[src/rtl/mips_isa_pkg.sv]
// Shared MIPS ISA constants, field widths and loader FSM encoding.
// Used by instr_encoder and instr_mem_loader.
package mips_isa_pkg;

  localparam int unsigned OP_W    = 6;
  localparam int unsigned REG_W   = 5;
  localparam int unsigned SHAMT_W = 5;
  localparam int unsigned FUNC_W  = 6;
  localparam int unsigned IMM_W   = 16;
  localparam int unsigned WORD_W  = 32;

  localparam logic [OP_W-1:0] OP_RTYPE = 6'h00;
  localparam logic [OP_W-1:0] OP_ADDI  = 6'h08;
  localparam logic [OP_W-1:0] OP_LW    = 6'h23;
  localparam logic [OP_W-1:0] OP_SW    = 6'h2B;
  localparam logic [OP_W-1:0] OP_SLTI  = 6'h0A;
  localparam logic [OP_W-1:0] OP_BEQ   = 6'h04;

  localparam logic [FUNC_W-1:0] FN_ADD = 6'h20;
  localparam logic [FUNC_W-1:0] FN_SUB = 6'h22;
  localparam logic [FUNC_W-1:0] FN_AND = 6'h24;
  localparam logic [FUNC_W-1:0] FN_OR  = 6'h25;
  localparam logic [FUNC_W-1:0] FN_SLT = 6'h2A;

  typedef enum logic [2:0] {
    ST_IDLE,
    ST_CLEAR,
    ST_LOAD,
    ST_DONE,
    ST_ERR
  } loader_state_e;

endpackage

[src/rtl/instr_encoder.sv]
// Combinational MIPS field encoder: decoded R/I-type fields -> 32-bit word
// plus a legality flag for the supported instruction subset.
module instr_encoder
  import mips_isa_pkg::*;
(
  input  logic               fmt_i,
  input  logic [OP_W-1:0]    op_i,
  input  logic [REG_W-1:0]   rs_i,
  input  logic [REG_W-1:0]   rt_i,
  input  logic [REG_W-1:0]   rd_i,
  input  logic [SHAMT_W-1:0] shamt_i,
  input  logic [FUNC_W-1:0]  func_i,
  input  logic [IMM_W-1:0]   imm_i,
  output logic [WORD_W-1:0]  word_o,
  output logic               legal_o
);

  always_comb begin
    word_o  = '0;
    legal_o = 1'b0;
    if (fmt_i) begin
      word_o = {op_i, rs_i, rt_i, imm_i};
      case (op_i)
        OP_ADDI, OP_LW, OP_SW, OP_SLTI, OP_BEQ: legal_o = 1'b1;
        default:                                legal_o = 1'b0;
      endcase
    end else begin
      word_o = {OP_RTYPE, rs_i, rt_i, rd_i, shamt_i, func_i};
      case (func_i)
        FN_ADD, FN_SUB, FN_AND, FN_OR, FN_SLT: legal_o = 1'b1;
        default:                               legal_o = 1'b0;
      endcase
    end
  end

endmodule

[src/rtl/instr_mem_loader.sv]
// Instruction memory writer: clears memory, loads encoded beats, holds the CPU in reset
// until the image is complete. Optional LOADER_CHECKSUM_EN adds a running XOR checksum_o.
module instr_mem_loader
  import mips_isa_pkg::*;
#(
  parameter int unsigned INSTR_NUM = 256,
  parameter int unsigned ADDR_W    = 8
) (
  input  logic              clk_i,
  input  logic              rst_i,
  input  logic              start_i,
  input  logic              in_valid_i,
  output logic              in_ready_o,
  input  logic              fmt_i,
  input  logic [5:0]        op_i,
  input  logic [4:0]        rs_i,
  input  logic [4:0]        rt_i,
  input  logic [4:0]        rd_i,
  input  logic [4:0]        shamt_i,
  input  logic [5:0]        func_i,
  input  logic [15:0]       imm_i,
  input  logic              last_i,
  output logic              mem_we_o,
  output logic [ADDR_W-1:0] mem_addr_o,
  output logic [31:0]       mem_data_o,
  output logic              cpu_rst_n_o,
  output logic              done_o,
  output logic              err_o,
`ifdef LOADER_CHECKSUM_EN
  output logic [31:0]       checksum_o,
`endif
  output logic [ADDR_W:0]   count_o
);

  localparam logic [ADDR_W:0] CAP = (ADDR_W+1)'(INSTR_NUM);

  loader_state_e     state_q;
  logic              in_ready_q;
  logic              mem_we_q;
  logic [ADDR_W-1:0] mem_addr_q;
  logic [31:0]       mem_data_q;
  logic              cpu_rst_n_q;
  logic              done_q;
  logic              err_q;
  logic [ADDR_W:0]   count_q;
  logic [ADDR_W:0]   clr_idx_q;
`ifdef LOADER_CHECKSUM_EN
  logic [31:0]       checksum_q;
`endif

  logic [31:0] enc_word;
  logic        enc_legal;

  instr_encoder u_enc (
    .fmt_i   (fmt_i),
    .op_i    (op_i),
    .rs_i    (rs_i),
    .rt_i    (rt_i),
    .rd_i    (rd_i),
    .shamt_i (shamt_i),
    .func_i  (func_i),
    .imm_i   (imm_i),
    .word_o  (enc_word),
    .legal_o (enc_legal)
  );

  always_ff @(posedge clk_i or negedge rst_i) begin
    if (!rst_i) begin
      state_q     <= ST_IDLE;
      in_ready_q  <= 1'b0;
      mem_we_q    <= 1'b0;
      mem_addr_q  <= '0;
      mem_data_q  <= '0;
      cpu_rst_n_q <= 1'b0;
      done_q      <= 1'b0;
      err_q       <= 1'b0;
      count_q     <= '0;
      clr_idx_q   <= '0;
`ifdef LOADER_CHECKSUM_EN
      checksum_q  <= '0;
`endif
    end else begin
      mem_we_q <= 1'b0;
      case (state_q)
        ST_IDLE, ST_DONE, ST_ERR: begin
          if (state_q == ST_DONE) cpu_rst_n_q <= 1'b1;
          // Entering CLEAR issues the index-0 zero write on the same edge.
          if (start_i) begin
            state_q     <= ST_CLEAR;
            mem_we_q    <= 1'b1;
            mem_addr_q  <= '0;
            mem_data_q  <= '0;
            clr_idx_q   <= (ADDR_W+1)'(1);
            count_q     <= '0;
            done_q      <= 1'b0;
            err_q       <= 1'b0;
            cpu_rst_n_q <= 1'b0;
`ifdef LOADER_CHECKSUM_EN
            checksum_q  <= '0;
`endif
          end
        end
        ST_CLEAR: begin
          if (clr_idx_q == CAP) begin
            state_q    <= ST_LOAD;
            in_ready_q <= 1'b1;
            mem_addr_q <= '0;
          end else begin
            mem_we_q   <= 1'b1;
            mem_addr_q <= clr_idx_q[ADDR_W-1:0];
            clr_idx_q  <= clr_idx_q + 1'b1;
          end
        end
        ST_LOAD: begin
          if (in_valid_i && in_ready_q) begin
            if (!enc_legal || count_q == CAP) begin
              state_q    <= ST_ERR;
              err_q      <= 1'b1;
              in_ready_q <= 1'b0;
            end else begin
              mem_we_q   <= 1'b1;
              mem_addr_q <= count_q[ADDR_W-1:0];
              mem_data_q <= enc_word;
              count_q    <= count_q + 1'b1;
`ifdef LOADER_CHECKSUM_EN
              checksum_q <= checksum_q ^ enc_word;
`endif
              if (last_i) begin
                state_q    <= ST_DONE;
                done_q     <= 1'b1;
                in_ready_q <= 1'b0;
              end
            end
          end
        end
        default: state_q <= ST_IDLE;
      endcase
    end
  end

  assign in_ready_o  = in_ready_q;
  assign mem_we_o    = mem_we_q;
  assign mem_addr_o  = mem_addr_q;
  assign mem_data_o  = mem_data_q;
  assign cpu_rst_n_o = cpu_rst_n_q;
  assign done_o      = done_q;
  assign err_o       = err_q;
  assign count_o     = count_q;
`ifdef LOADER_CHECKSUM_EN
  assign checksum_o  = checksum_q;
`endif

endmodule

[config.mk]
export PLATFORM = sky130hd
export DESIGN_NAME = instr_mem_loader
export DESIGN_NICKNAME = d
export VERILOG_FILES = /design/src/rtl/mips_isa_pkg.sv /design/src/rtl/instr_encoder.sv /design/src/rtl/instr_mem_loader.sv
export SDC_FILE = /design/constraint.sdc
export NUM_CORES = 1
export LEC_CHECK = 0
export CELL_PAD_IN_SITES_DETAIL_PLACEMENT = 1
export CELL_PAD_IN_SITES_GLOBAL_PLACEMENT = 2
export CORE_MARGIN = 5
export CORE_UTILIZATION = 42
export DETAILED_ROUTE_END_ITERATION = 12
export DONT_BUFFER_PORTS = 1
export HOLD_SLACK_MARGIN = 0.06
export PLACE_DENSITY = 0.93
export SYNTH_ARGS = -nofsm -noshare
export SYNTH_HDL_FRONTEND = slang
export SYNTH_HIERARCHICAL = 1
export SYNTH_SLANG_ARGS = --single-unit
[constraint.sdc]
create_clock -name clk_i -period 4.9 [get_ports clk_i]
set_input_delay 0.49 -clock clk_i [delete_from_list [all_inputs] [get_ports clk_i]]
set_output_delay 0.49 -clock clk_i [all_outputs]
set_load 0.1 [all_outputs]
======== Word-level counts from Yosys, hierarchy flattened ========
Index checks and enable logic that the tools add are counted.
word-level totals
  register bits after elaboration ......... 66
  input bits .............................. 54
  output and inout bits ................... 54
  logic and storage cells ................. 102
cells by class
  add/sub/neg operators ................... 2
  equality and inequality tests ........... 24
  multiplexer cells ....................... 46
  reductions and logical operators ........ 20
operator list
  kind                                                  count
  2-to-1 mux 32 bit                                     4
  case mux 32 bit (2 select lines)                      1
  2-to-1 mux 9 bit                                      5
  equality test 6 bit (second input constant)           7
  case mux 9 bit (2 select lines)                       2
  2-to-1 mux 8 bit                                      4
  case mux 8 bit (3 select lines)                       1
  AND reduction 4 bit                                   5
  2-to-1 mux 1 bit                                      19
  adder 9 x 1 -> 9 bit (second input constant)          2
  equality test 9 bit (second input constant)           2
  2-to-1 mux 3 bit                                      5
  != test 2 bit (second input constant)                 7
  equality test 6 x 4 -> 1 bit (second input constant)  2
  OR reduction 5 bit                                    2
  case mux 3 bit (3 select lines)                       1
  nonzero test 2 bit                                    4
  equality test 3 x 2 -> 1 bit (second input constant)  2
  equality test 6 x 3 -> 1 bit (second input constant)  1
  case mux 1 bit (2 select lines)                       3
  AND reduction 5 bit                                   1
  equality test 3 x 1 -> 1 bit (second input constant)  1
  equality test 3 bit (second input constant)           1
  logical NOT 3 bit                                     1
  9 further kinds                                       9

======== Longest topological paths before layout ========
  depth in word-level cells ............... 9
  gate-level depth with buffers ........... 8
  gate-level depth less buffers ........... 6

======== Cells and area by module ========
The synthesis kept the hierarchy.
modules (own cells, without submodules)
  module            instances  cells each  area an instance (µm²)  seq. area each (µm²)
  instr_mem_loader  1          259         3078.0                  1651.6
  instr_encoder     1          45          364.1                   0.0

======== Least setup slack after synthesis ========
No wires, ideal clock.
  path kind ............................... reg2reg
  start ................................... reg count_q[0] (netlist: count_o[0])
  end ..................................... reg count_q[7] (netlist: count_o[7])
  data arrival time ....................... 2.428 ns
  data required time ...................... 4.831 ns
  slack ................................... 2.402 ns
  cell stages (with the launch flop) ...... 8
  path through ............................ dfrtp_1 inv_1 ha_1 or4b_4 o21ai_2 nor4b_4 buf_2 a22o_1
between the ends
  cells in the longest elaborated chain, start to end .. 4
  elaborated cells between the ends (all ways) .. 8
  those cells by class .................... add/sub (1); eq/ne (2); mux (3); reduce/logical (2)
ends and longest elaborated chain
  what                                                                    RTL line                                          RTL
  start: declaration                                                      instr_mem_loader.sv:45                            logic [ADDR_W:0] count_q;
  start signal: assignment                                                instr_mem_loader.sv:124                           count_q <= count_q + 1'b1;
  adder 9 x 1 -> 9 bit or equality test 9 bit (tied branches)             instr_mem_loader.sv:124, instr_mem_loader.sv:116
  2-to-1 mux 9 bit or logical OR 1 bit (tied branches)                    instr_mem_loader.sv:116                           if (!enc_legal || count_q == CAP) begin
  2-to-1 mux 9 bit or != test 2 bit (tied branches)                       --
  case mux 9 bit (2 select lines) or AND reduction 4 bit (tied branches)  --
Several ways; a longest one is shown, not always the timed one. The select of a mux whose other input is x is not followed.
A chain may end at the register's enable or synchronous reset.

======== Final worst setup path ========
  start ................................... reg count_q[0] (netlist: count_o[0])
  end ..................................... reg mem_data_q[8] (netlist: mem_data_o[8])
between the ends
  cells in the longest elaborated chain, start to end .. 4
ends and longest elaborated chain
  what                                  RTL line                 RTL
  equality test 9 bit                   instr_mem_loader.sv:116
  logical OR 1 bit                      instr_mem_loader.sv:116
  != test 2 bit (no source line)        --
  AND reduction 4 bit (no source line)  --
  end signal: assignment                instr_mem_loader.sv:123  mem_data_q <= enc_word;
  end: declaration                      instr_mem_loader.sv:41   logic [31:0] mem_data_q;
Every way passes these cells.

==> metrics.txt <==
# TYPE chip_impl_metric gauge
chip_impl_info{name="status",value="finished, final reports clean"} 1
chip_impl_metric{name="dp_hpwl",unit="mm"} 6.20
chip_impl_metric{name="synthDominantCellAreaShare",unit="%"} 48.0
chip_impl_info{name="critical_path.endpoint_type",value="flop"} 1
chip_impl_info{name="globalRoute.busiestLayer",value="met2"} 1
chip_impl_info{name="setup.worst_path.class",value="reg2reg"} 1
chip_impl_metric{name="numCtsBuffers",unit=""} 9
chip_impl_metric{name="initial_core_util",unit="%"} 42.5
chip_impl_metric{name="final_nets",unit=""} 351
chip_impl_metric{name="cap_violations",unit=""} 0
chip_impl_metric{name="synthesis.area_per_instance",unit="um^2"} 11.3
chip_impl_info{name="r2r_path_end",value="mem_data_o[8]"} 1
chip_impl_metric{name="netSwitchingPower",unit="mW"} 0.622
chip_impl_metric{name="postLayoutSetupSlackWorst",unit="ns"} 1.95
chip_impl_metric{name="floorplan.rows",unit=""} 33
chip_impl_metric{name="cts_setup_buffers",unit=""} 0
chip_impl_metric{name="pwr-share-clk",unit="%"} 30.9
chip_impl_info{name="synth_top_family_by_area",value="compound AO/OA/AOI/OAI gates"} 1
chip_impl_metric{name="cts-hold-fix-buffers",unit=""} 2
chip_impl_metric{name="groute.usage.overall",unit="%"} 18.6
chip_impl_metric{name="cp_max_fanout",unit=""} 37
chip_impl_metric{name="synth_cell_types",unit=""} 58
chip_impl_metric{name="grt_overflow",unit=""} 0
chip_impl_info{name="grt_setup_unrepaired",value="false"} 1
chip_impl_metric{name="route.antenna.remaining_nets",unit=""} 0
chip_impl_metric{name="power.density_cell_area",unit="nW/um^2"} 429
chip_impl_metric{name="chip_height",unit="um"} 101
chip_impl_metric{name="synth_seq_area_share",unit="%"} 48.0
chip_impl_metric{name="antenna_found_initial",unit=""} 0
chip_impl_metric{name="timing.clock.skew",unit="ns"} 0.00687
chip_impl_metric{name="first_iter_violations",unit=""} 117
chip_impl_metric{name="hold_viol_final",unit=""} 0
chip_impl_metric{name="max_freq",unit="MHz"} 338
chip_impl_metric{name="critPathRequiredTime",unit="ns"} 5.17
chip_impl_metric{name="viasPerCell",unit=""} 6.02
chip_impl_metric{name="cts_resized",unit=""} 0
chip_impl_metric{name="synth-simple-area-share",unit="%"} 13.7
chip_impl_metric{name="drtPass1Iterations",unit=""} 4
chip_impl_metric{name="final.fill_count",unit=""} 909
chip_impl_metric{name="drc",unit=""} 0
chip_impl_metric{name="ir_worst_vdd",unit="mV"} 0.144
chip_impl_metric{name="synth-compound-area-share",unit="%"} 20.0
chip_impl_metric{name="layout-drive-gt1-share",unit="%"} 14.8
chip_impl_metric{name="grt_start_max_net_pins",unit=""} 67
chip_impl_metric{name="die_area",unit="um^2"} 10100
chip_impl_metric{name="design_area",unit="um^2"} 3670
chip_impl_metric{name="worst_hold_path_depth",unit=""} 1
chip_impl_metric{name="intPower",unit="mW"} 0.952
chip_impl_metric{name="post_drt_wl_per_cell",unit="um"} 22.1
chip_impl_info{name="cp-start-kind",value="flop"} 1
chip_impl_metric{name="relSlewSlack",unit="%"} 25.7
chip_impl_metric{name="clock_tree.htree_level_count",unit=""} 3
chip_impl_metric{name="grt_util_met1",unit="%"} 22.4
chip_impl_metric{name="area_overhead_vs_synth",unit="%"} 6.65
chip_impl_metric{name="clk_transition_reported_paths",unit="ns"} 0.08
chip_impl_metric{name="synth-edff-count",unit=""} 0
chip_impl_metric{name="port_buffers",unit=""} 0
chip_impl_metric{name="grt_pass1_vias",unit=""} 2709
chip_impl_info{name="crit_path_end",value="mem_data_o[8]"} 1
chip_impl_metric{name="wl",unit="mm"} 8.89
chip_impl_metric{name="postLayoutCoreUtil",unit="%"} 45.4
chip_impl_info{name="min-delay-path-class",value="in2reg"} 1
chip_impl_metric{name="power_frac_seq",unit="%"} 50.4
chip_impl_info{name="min-delay-start",value="rs_i[4]"} 1
chip_impl_metric{name="finalPower",unit="mW"} 1.57
chip_impl_metric{name="die_w",unit="um"} 101
chip_impl_metric{name="synth-xor-area-share",unit="%"} 1.78
chip_impl_metric{name="reg2reg_setup_slack",unit="ns"} 1.95
chip_impl_metric{name="final_worst_path_cycle_share",unit="%"} 60.3
chip_impl_metric{name="syn_inst",unit=""} 304
chip_impl_metric{name="i_o_pins",unit=""} 108
chip_impl_info{name="cts_tree",value="yes"} 1
chip_impl_metric{name="cts-root-to-sink-buffers",unit=""} 2
chip_impl_metric{name="leakagePower",unit="nW"} 1.65
chip_impl_metric{name="antenna_cells",unit=""} 0
chip_impl_info{name="source_of_the_worst_register_to_register_timing_path",value="count_o[0]"} 1
chip_impl_metric{name="fin_setup_tns",unit="ns"} 0
chip_impl_info{name="dominantRegCellSynth",value="sky130_fd_sc_hd__dfrtp_1"} 1
chip_impl_metric{name="route.vias.total",unit=""} 2427
chip_impl_metric{name="rr_worst_depth",unit=""} 6
chip_impl_metric{name="grt_pass1_wl",unit="mm"} 14.6
chip_impl_metric{name="clkLatencyLatePin",unit="ns"} 0.34
chip_impl_metric{name="timing.critical_path.arrival",unit="ns"} 3.23
chip_impl_metric{name="async_set_or_reset_flop_fraction_in_the_synthesized_netlist",unit="%"} 100
chip_impl_metric{name="synth.cell_area",unit="um^2"} 3440
chip_impl_info{name="ys_top_cells_by_area",value="sky130_fd_sc_hd__dfrtp_1 (48%), sky130_fd_sc_hd__a22o_1 (9.9%), sky130_fd_sc_hd__mux2_2 (5.6%)"} 1
chip_impl_info{name="synth_area_leader_cell",value="sky130_fd_sc_hd__dfrtp_1"} 1
chip_impl_metric{name="tightestPinTransition",unit="ns"} 1.11
chip_impl_metric{name="final.min_clock_period",unit="ns"} 2.95
chip_impl_metric{name="synth_seq_cells",unit=""} 66
chip_impl_metric{name="global_route.usage.met3",unit="%"} 6.44
chip_impl_info{name="root_buffer",value="sky130_fd_sc_hd__clkbuf_8"} 1
chip_impl_info{name="timing.critical_path.from",value="count_o[0]"} 1
chip_impl_metric{name="power_frac_comb",unit="%"} 18.7
chip_impl_metric{name="setup-violations-final",unit=""} 0
chip_impl_metric{name="syn_nets",unit=""} 362
chip_impl_metric{name="fp.coreArea",unit="um^2"} 8090
chip_impl_metric{name="final-max-slew-violation-count",unit=""} 0
chip_impl_metric{name="clock_sink_count",unit=""} 66
chip_impl_metric{name="dp_worst_setup_slack",unit="ns"} 1.97
chip_impl_metric{name="post_synth_fa_ha_maj_area_fraction",unit="%"} 1.45
chip_impl_metric{name="postPlaceCellArea",unit="um^2"} 3420
chip_impl_metric{name="yosys-mux-area-fraction",unit="%"} 8.80
chip_impl_metric{name="synth.yosys.warnings",unit=""} 6
chip_impl_metric{name="grt.met2_usage",unit="%"} 30.7
chip_impl_metric{name="power.share.switching",unit="%"} 39.5
chip_impl_metric{name="place_congestion",unit=""} 0.795
==> worst min-delay path by stage <==
| stage | endpoint | slack, ns |
|---|---|---|
| 2_1_floorplan | clr_idx_q[0] | 0.19 |
| 4_1_cts | mem_data_o[25] | 0.25 |
| 3_5_place_dp | mem_addr_o[6] | 0.20 |
| 6_report | mem_data_o[25] | 0.27 |
| 3_3_place_gp | err_o | 0.20 |
| 5_1_grt | mem_data_o[22] | 0.25 |
==> routing by layer <==
layer / vias up / part of all wire [%]
li1: 1101 / -
met1: 1235 / 41
met2: 82 / 50
met3: 9 / 7.0
met4: 0 / 1.2
met5: - / 0
==> state kept, by name, summed over array words and instances (netlist names) <==
signal and count:
cpu_rst_n_o 1, err_o 1, in_ready_o 1, done_o 1, state_q 3, mem_data_o 32, mem_we_o 1, count_o 9
clr_idx_q 9, mem_addr_o 8
==> kinds of logic after synthesis <==
group	Yosys count
compound gates	91
simple gates	72
flops	66
buf+inv	37
mux	27
xor+xnor	7
fa+ha+maj	4
==> synth_stat cells, drive strengths merged, types with 5 or more instances <==
cell     n
a21oi    9
a22o    39
and2    10
buf     22
clkbuf   6
dfrtp   66
inv      9
mux2    26
nand2   10
nand4    5
nor2    11
nor3     6
o21ai   16
o22ai    5
==> area by class of cell <==
type | instances | area, um^2 | share of cell area, %
Sequential cell | 66 | 1650 | 45.0
Multi-Input combinational cell | 201 | 1570 | 42.9
Clock buffer | 11 | 151 | 4.12
Tap cell | 105 | 131 | 3.58
Timing Repair Buffer | 6 | 67.6 | 1.84
Clock inverter | 5 | 61.3 | 1.67
Inverter | 9 | 33.8 | 0.920
==> layout by cell type, fill, tap and decap left out, types with 4 or more instances in the layout <==
| cell | Yosys | routed |
|---|---|---|
| sky130_fd_sc_hd__inv_1 | 9 | 9 |
| sky130_fd_sc_hd__a21oi_1 | 8 | 8 |
| sky130_fd_sc_hd__dfrtp_1 | 66 | 66 |
| sky130_fd_sc_hd__clkbuf_8 | 0 | 11 |
| sky130_fd_sc_hd__ha_1 | 4 | 4 |
| sky130_fd_sc_hd__buf_4 | 10 | 4 |
| sky130_fd_sc_hd__o21ai_1 | 6 | 6 |
| sky130_fd_sc_hd__mux2_1 | 9 | 9 |
| sky130_fd_sc_hd__xor2_1 | 4 | 4 |
| sky130_fd_sc_hd__nor2_1 | 10 | 10 |
| sky130_fd_sc_hd__nand2_1 | 10 | 10 |
| sky130_fd_sc_hd__mux2_2 | 17 | 17 |
| sky130_fd_sc_hd__a22o_1 | 39 | 39 |
| sky130_fd_sc_hd__nand4_1 | 5 | 5 |
| sky130_fd_sc_hd__o22ai_1 | 5 | 5 |
| sky130_fd_sc_hd__o21ai_0 | 9 | 9 |
| sky130_fd_sc_hd__nor3_1 | 6 | 6 |
| sky130_fd_sc_hd__and2_1 | 10 | 10 |
==> stage by stage <==
step / instances / hold WS, ns
6_report: 403 / 0.271
5_1_grt: 403 / 0.254
4_1_cts: 403 / 0.249
3_5_place_dp: 385 / 0.198
3_3_place_gp: 385 / 0.198
2_1_floorplan: 304 / 0.194
==> worst max-delay path, stage by stage, from the launching register on <==
cell	delay, ns
sky130_fd_sc_hd__dfrtp_1	0.76
sky130_fd_sc_hd__inv_1	0.28
sky130_fd_sc_hd__ha_1	0.18
sky130_fd_sc_hd__or4b_4	0.49
sky130_fd_sc_hd__o2111a_1	0.42
sky130_fd_sc_hd__nor2_8	0.49
sky130_fd_sc_hd__a22o_1	0.24
==> power by group through the flow <==
stage	combinational (mW)	clock, mW	sequential (mW)
CTS	0.298	0.505	0.793
detailed placement	0.282	0	0.804
global placement	0.272	0	0.803
floorplan	0.252	0	0.776
finish	0.294	0.487	0.793
global route	0.329	0.529	0.800
Note: power is estimated with default switching activity, not from simulation.
